`src/rtl/pc_ctrl.sv`:
```
// Next-PC sequencer: drives the PC generator's jump interface, owns the fetch
// handshake, arbitrates redirect sources and counts retired instructions.
module pc_ctrl #(
    parameter logic [63:0] RESET_PC    = 64'h8000_0000,
    parameter int unsigned BOOT_CYCLES = 1
) (
    input  logic        clk,
    input  logic        rst,
    input  logic [63:0] pc_i,
    output logic        jump_en_o,
    output logic [63:0] jump_pc_o,
    output logic        fetch_valid_o,
    input  logic        fetch_ready_i,
    input  logic        br_en_i,
    input  logic [63:0] br_pc_i,
    input  logic        trap_en_i,
    input  logic [63:0] trap_pc_i,
    input  logic        mret_en_i,
    input  logic [63:0] mret_pc_i,
    input  logic        halt_req_i,
    input  logic        irq_i,
    output logic        irq_taken_o,
    output logic        misalign_o,
    output logic        halted_o,
    output logic [63:0] instret_o
);

    typedef enum logic [1:0] {
        StBoot,
        StRun,
        StHalt
    } state_e;

    localparam logic [3:0] BootLast = 4'(BOOT_CYCLES - 1);

    state_e      state_q, state_d;
    logic [3:0]  boot_cnt_q, boot_cnt_d;
    logic        irq_pending_q, irq_pending_d;
    logic [63:0] instret_q, instret_d;

    logic        commit;
    logic        irq_take;
    logic        redirect;
    logic [63:0] target;

    // Commit decode and redirect arbitration; everything defaults to a self-jump hold.
    always_comb begin
        commit        = (state_q == StRun) && fetch_ready_i && !rst;
        fetch_valid_o = (state_q == StRun) && !rst;
        halted_o      = (state_q == StHalt) && !rst;
        jump_en_o     = 1'b1;
        jump_pc_o     = pc_i;
        irq_take      = 1'b0;
        redirect      = 1'b0;
        target        = pc_i;
        misalign_o    = 1'b0;

        if (commit) begin
            if (halt_req_i) begin
                // Self-jump: the halting instruction's PC stays put.
                redirect = 1'b0;
            end else if (trap_en_i) begin
                redirect = 1'b1;
                target   = trap_pc_i;
            end else if (irq_pending_q) begin
                redirect = 1'b1;
                target   = trap_pc_i;
                irq_take = 1'b1;
            end else if (mret_en_i) begin
                redirect = 1'b1;
                target   = mret_pc_i;
            end else if (br_en_i) begin
                redirect = 1'b1;
                target   = br_pc_i;
            end else begin
                // Sequential: let the PC generator add 4.
                jump_en_o = 1'b0;
            end
        end

        if (redirect) begin
            jump_pc_o  = {target[63:2], 2'b00};
            misalign_o = |target[1:0];
        end

        irq_taken_o = irq_take;
    end

    // Next-state for the sequencer FSM and boot counter.
    always_comb begin
        state_d    = state_q;
        boot_cnt_d = boot_cnt_q;
        unique case (state_q)
            StBoot: begin
                if (boot_cnt_q == BootLast) begin
                    state_d = StRun;
                end else begin
                    boot_cnt_d = boot_cnt_q + 4'd1;
                end
            end
            StRun: begin
                if (commit && halt_req_i) begin
                    state_d = StHalt;
                end
            end
            StHalt: begin
                state_d = StHalt;
            end
            default: begin
                state_d = StBoot;
            end
        endcase
    end

    // Interrupt latch and retired-instruction counter next values.
    always_comb begin
        // A new request in the take cycle keeps the latch set.
        irq_pending_d = (irq_pending_q && !irq_take) || irq_i;
        instret_d     = instret_q + (commit ? 64'd1 : 64'd0);
    end

    // State registers with synchronous reset.
    always_ff @(posedge clk) begin
        if (rst) begin
            state_q       <= StBoot;
            boot_cnt_q    <= 4'd0;
            irq_pending_q <= 1'b0;
            instret_q     <= 64'd0;
        end else begin
            state_q       <= state_d;
            boot_cnt_q    <= boot_cnt_d;
            irq_pending_q <= irq_pending_d;
            instret_q     <= instret_d;
        end
    end

    assign instret_o = instret_q;

    // The PC generator must not move while the core is still booting.
    a_boot_pc: assert property (@(posedge clk) disable iff (rst)
        (state_q == StBoot) |-> (pc_i == RESET_PC));

    // Misalignment is only reported alongside a real jump.
    a_misalign_jump: assert property (@(posedge clk) disable iff (rst)
        misalign_o |-> jump_en_o);

    // No fetch request while halted.
    a_halt_nofetch: assert property (@(posedge clk) disable iff (rst)
        halted_o |-> !fetch_valid_o);

endmodule
```
`config.mk`:
```
export PLATFORM = sky130hd
export DESIGN_NAME = pc_ctrl
export DESIGN_NICKNAME = d
export VERILOG_FILES = /design/src/rtl/pc_ctrl.sv
export SDC_FILE = /design/constraint.sdc
export NUM_CORES = 1
export LEC_CHECK = 0
export ABC_AREA = 1
export BUFFER_PORTS_ARGS = -buffer_cell sky130_fd_sc_hd__buf_2
export CORE_AREA = 2 2 155 157
export CTS_CLUSTER_SIZE = 28
export DETAILED_ROUTE_END_ITERATION = 16
export DIE_AREA = 0 0 157 159
export SYNTH_ARGS = -nofsm -noshare
export SYNTH_HDL_FRONTEND = slang
export SYNTH_SLANG_ARGS = --single-unit
```
`constraint.sdc`:
```
create_clock -name clk -period 1.89 [get_ports clk]
set_input_delay 0.4725 -clock clk [delete_from_list [all_inputs] [get_ports clk]]
set_output_delay 0.4725 -clock clk [all_outputs]
set_load 0.05 [all_outputs]
```
==> flow_summary.json <==
{
  "gp_congestion": 0.994,
  "hpwl_um": 31300,
  "syn_avg_cell_area_um2": 5.67,
  "drt-wirelength-per-cell_um": 20.2,
  "startpoint_type": "flop",
  "r2r_setup_slack_ps": -470,
  "synth_edf_count": 0,
  "drt_iter0_drc": 599,
  "grt_pass1_wl_um": 55300,
  "synth_seq_cells": 71,
  "p_leak_nw": 5.34,
  "cp_max_fo": 7,
  "hold_slack_ps": 374,
  "synthesis.nets": 1408,
  "endpoint_kind": "output port",
  "r2r-end": "instret_o[26]",
  "min_period_ps": 2520,
  "violations": "setup timing",
  "ys_warn_count": 0,
  "max_slew_margin_pct": 64.0,
  "num_rows": 56,
  "skew_ps": 5.51,
  "hp-class": "in -> reg",
  "critPathKind": "reg -> out",
  "arrival_ps": 2040,
  "path_clk_slew_ps": 50,
  "wl_um": 39300,
  "grt_remaining_overflow": 0,
  "irDropWorstVdd_mv": 0.429,
  "max_cap_viol_count": 0,
  "grt_pass1_vias": 9189,
  "grt_usage_pct": 29.8,
  "port_buffers": 396,
  "boundaryPins": 397,
  "num_vias": 9669,
  "cts.htree.levels": 3,
  "multiInputGateArea_mm2": 0.00587,
  "slew_violations": 0,
  "ys_types": 37,
  "period_share_pct": 133,
  "drtPass1Iterations": 5,
  "worstSkewPairLatency_ps": 340,
  "fin_ws_ps": -627,
  "cts_buffer_depth": 2,
  "synth_top_cell_by_area": "dfxtp_1",
  "required_ps": 1420,
  "hold_viol": 0,
  "finalPower_w": 0.00605,
  "core_area_mm2": 0.0232,
  "area_delta_synth_final_pct": 93.0,
  "min_path_cells": 3,
  "grt_max_degree": 57,
  "seq_area_mm2": 0.00143,
  "die_y_um": 159,
  "min_from": "irq_i",
  "rsz0062_at_grt": "yes",
  "start_util_pct": 27.8,
  "fin_tns_setup_ps": -53000,
  "clock-sinks": 71,
  "drt_drc_violations_left": 0,
  "min_to": "irq_pending_q",
  "tightestPinTransition_ps": 534,
  "netlist.area_leader.share_pct": 22.1,
  "fmaxAchievable_mhz": 397,
  "synth_area_mm2": 0.00644,
  "outcome": "finished, violations left",
  "setup_viol_count_final": 124,
  "cts_tree": "done",
  "synth-main-ff-cell": "dfxtp_1",
  "r2r_cells": 15,
  "ys_seq_area_share_pct": 22.1,
  "die_w_um": 157,
  "avgViaCountPerCell": 4.96,
  "reg2reg_from": "state_q[1]",
  "fillers": 2295,
  "drtAntennaViolNets": 0,
  "antenna_found_initial": 16,
  "root_buffer": "clkbuf_16",
  "drive_gt1_share_pct": 48.0,
  "dieArea_mm2": 0.0250,
  "p_per_area_mw_per_mm2": 487,
  "synth_cells": 1137,
  "async_reset_ff_share_pct": 0,
  "layout.nets": 1884,
  "cts_buffers": 9,
  "synthTopCellsByArea": "dfxtp_1 22%, nor2_1 16%, a21oi_1 15%"
}
## report_power, final
part / total, W / internal (W) / switching, W
sequential: 0.00158 / 0.00155 / 0.0000343
clock: 0.00162 / 0.000957 / 0.000666
combinational: 0.00285 / 0.00118 / 0.00167
total: 0.00605 / 0.00368 / 0.00237
## final cells by class
type | instances | share of cell area, %
Timing Repair inverter | 1 | 0.131
Sequential cell | 71 | 11.5
Tap cell | 319 | 3.21
Antenna cell | 11 | 0.221
Multi-Input combinational cell | 921 | 47.2
Clock inverter | 3 | 0.141
Clock buffer | 13 | 2.09
Inverter | 94 | 3.23
Timing Repair Buffer | 515 | 32.3
## registers in the layout (all words and copies together), names as in the netlist
signal,count
instret_o,64
boot_cnt_q,4
state_q,2
irq_pending_q,1
## cells in the final DEF (no fill, tap or decap), types with 5 or more instances in the layout
cell       netlist  final
nand2_2         13     14
nor2_4          10     60
nand3_2          0     10
nand2_4          2     16
nor2_1         269    207
buf_8            0     19
o21ai_0         87     68
buf_4            1     49
nand2_1        219    202
nand3_1         27     13
or2_0            7      7
a21oi_4          0     57
nor3_1           8      6
buf_2           13    329
diode_2          0     11
o21ai_1          0      8
inv_1           90     81
buf_12           0     31
buf_6            4     80
inv_2            2      5
xor2_1           9      8
dfxtp_1         71     68
buf_16           0      7
nor2_2          12     24
nand4_1         11     11
o21ai_2          0      9
a21oi_1        189    150
a21oi_2         30     12
clkbuf_16        0      9
## how the worst max path moves through the flow
stage / start / end / slack, ps / cells after the start
final: state_q[1] / jump_pc_o[62] / -630 / 12
after global routing: state_q[1] / jump_pc_o[62] / -730 / 12
after CTS: state_q[1] / jump_pc_o[4] / -670 / 12
after detailed placement: fetch_ready_i / jump_pc_o[62] / -570 / 11
after global placement: fetch_ready_i / jump_pc_o[62] / -540 / 11
after floorplan: trap_en_i / jump_pc_o[23] / -250 / 9
## critical path, stage by stage, from the launching register on
cell and delay (ps):
dfxtp_2 320, inv_2 70, ha_4 140, nand2_4 50, nor3_4 170, buf_12 140, nand2_8 100, inv_16 100
buf_12 130, buf_8 110, o2111ai_4 100, o21ai_4 100, buf_12 160
## synth_stat cells, types with 8 or more instances
cell and number:
nor2_2 12, nand4_1 11, a21oi_1 189, inv_1 90
nand2_1 219, buf_2 13, xor2_1 9, a21oi_2 30
o21ai_0 87, nand3_1 27, dfxtp_1 71, nor2_4 10
clkbuf_1 32, nand2_2 13, nor3_1 8, nor2_1 269
## through the flow
| step | area (µm²) | setup WS (ps) | cells | utilization (%) |
|---|---|---|---|---|
| finish | 12400 | -627 | 1948 | 53.6 |
| global route | 12400 | -727 | 1945 | 53.6 |
| CTS | 11700 | -667 | 1922 | 50.6 |
| detailed placement | 10200 | -572 | 1871 | 43.8 |
| global placement | 10200 | -540 | 1871 | 43.8 |
| floorplan | 7270 | -251 | 1137 | - |
## routing by layer
metal | global-route usage, % | up-vias | share of wire, %
li1 | - | 4660 | -
met1 | 40.3 | 4491 | 43
met2 | 46.8 | 455 | 45
met3 | 7.46 | 55 | 8.8
met4 | 8.51 | 8 | 2.7
met5 | 0 | - | 0.13
## kinds of logic after synthesis
group           synth area share (%)
fa+ha+maj                       1.36
compound gates                  26.7
simple gates                    38.8
flops                           22.1
buf+inv                         9.28
xor+xnor                        1.77
## what timing repair did
action	CTS	global route
pin swaps	9	62
endpoints found under the setup margin	122	127
gates resized for setup	231	169
cloned	8	0
hold buffers	0	0
buffers inserted	27	24
(Power assumes the default switching activity.)
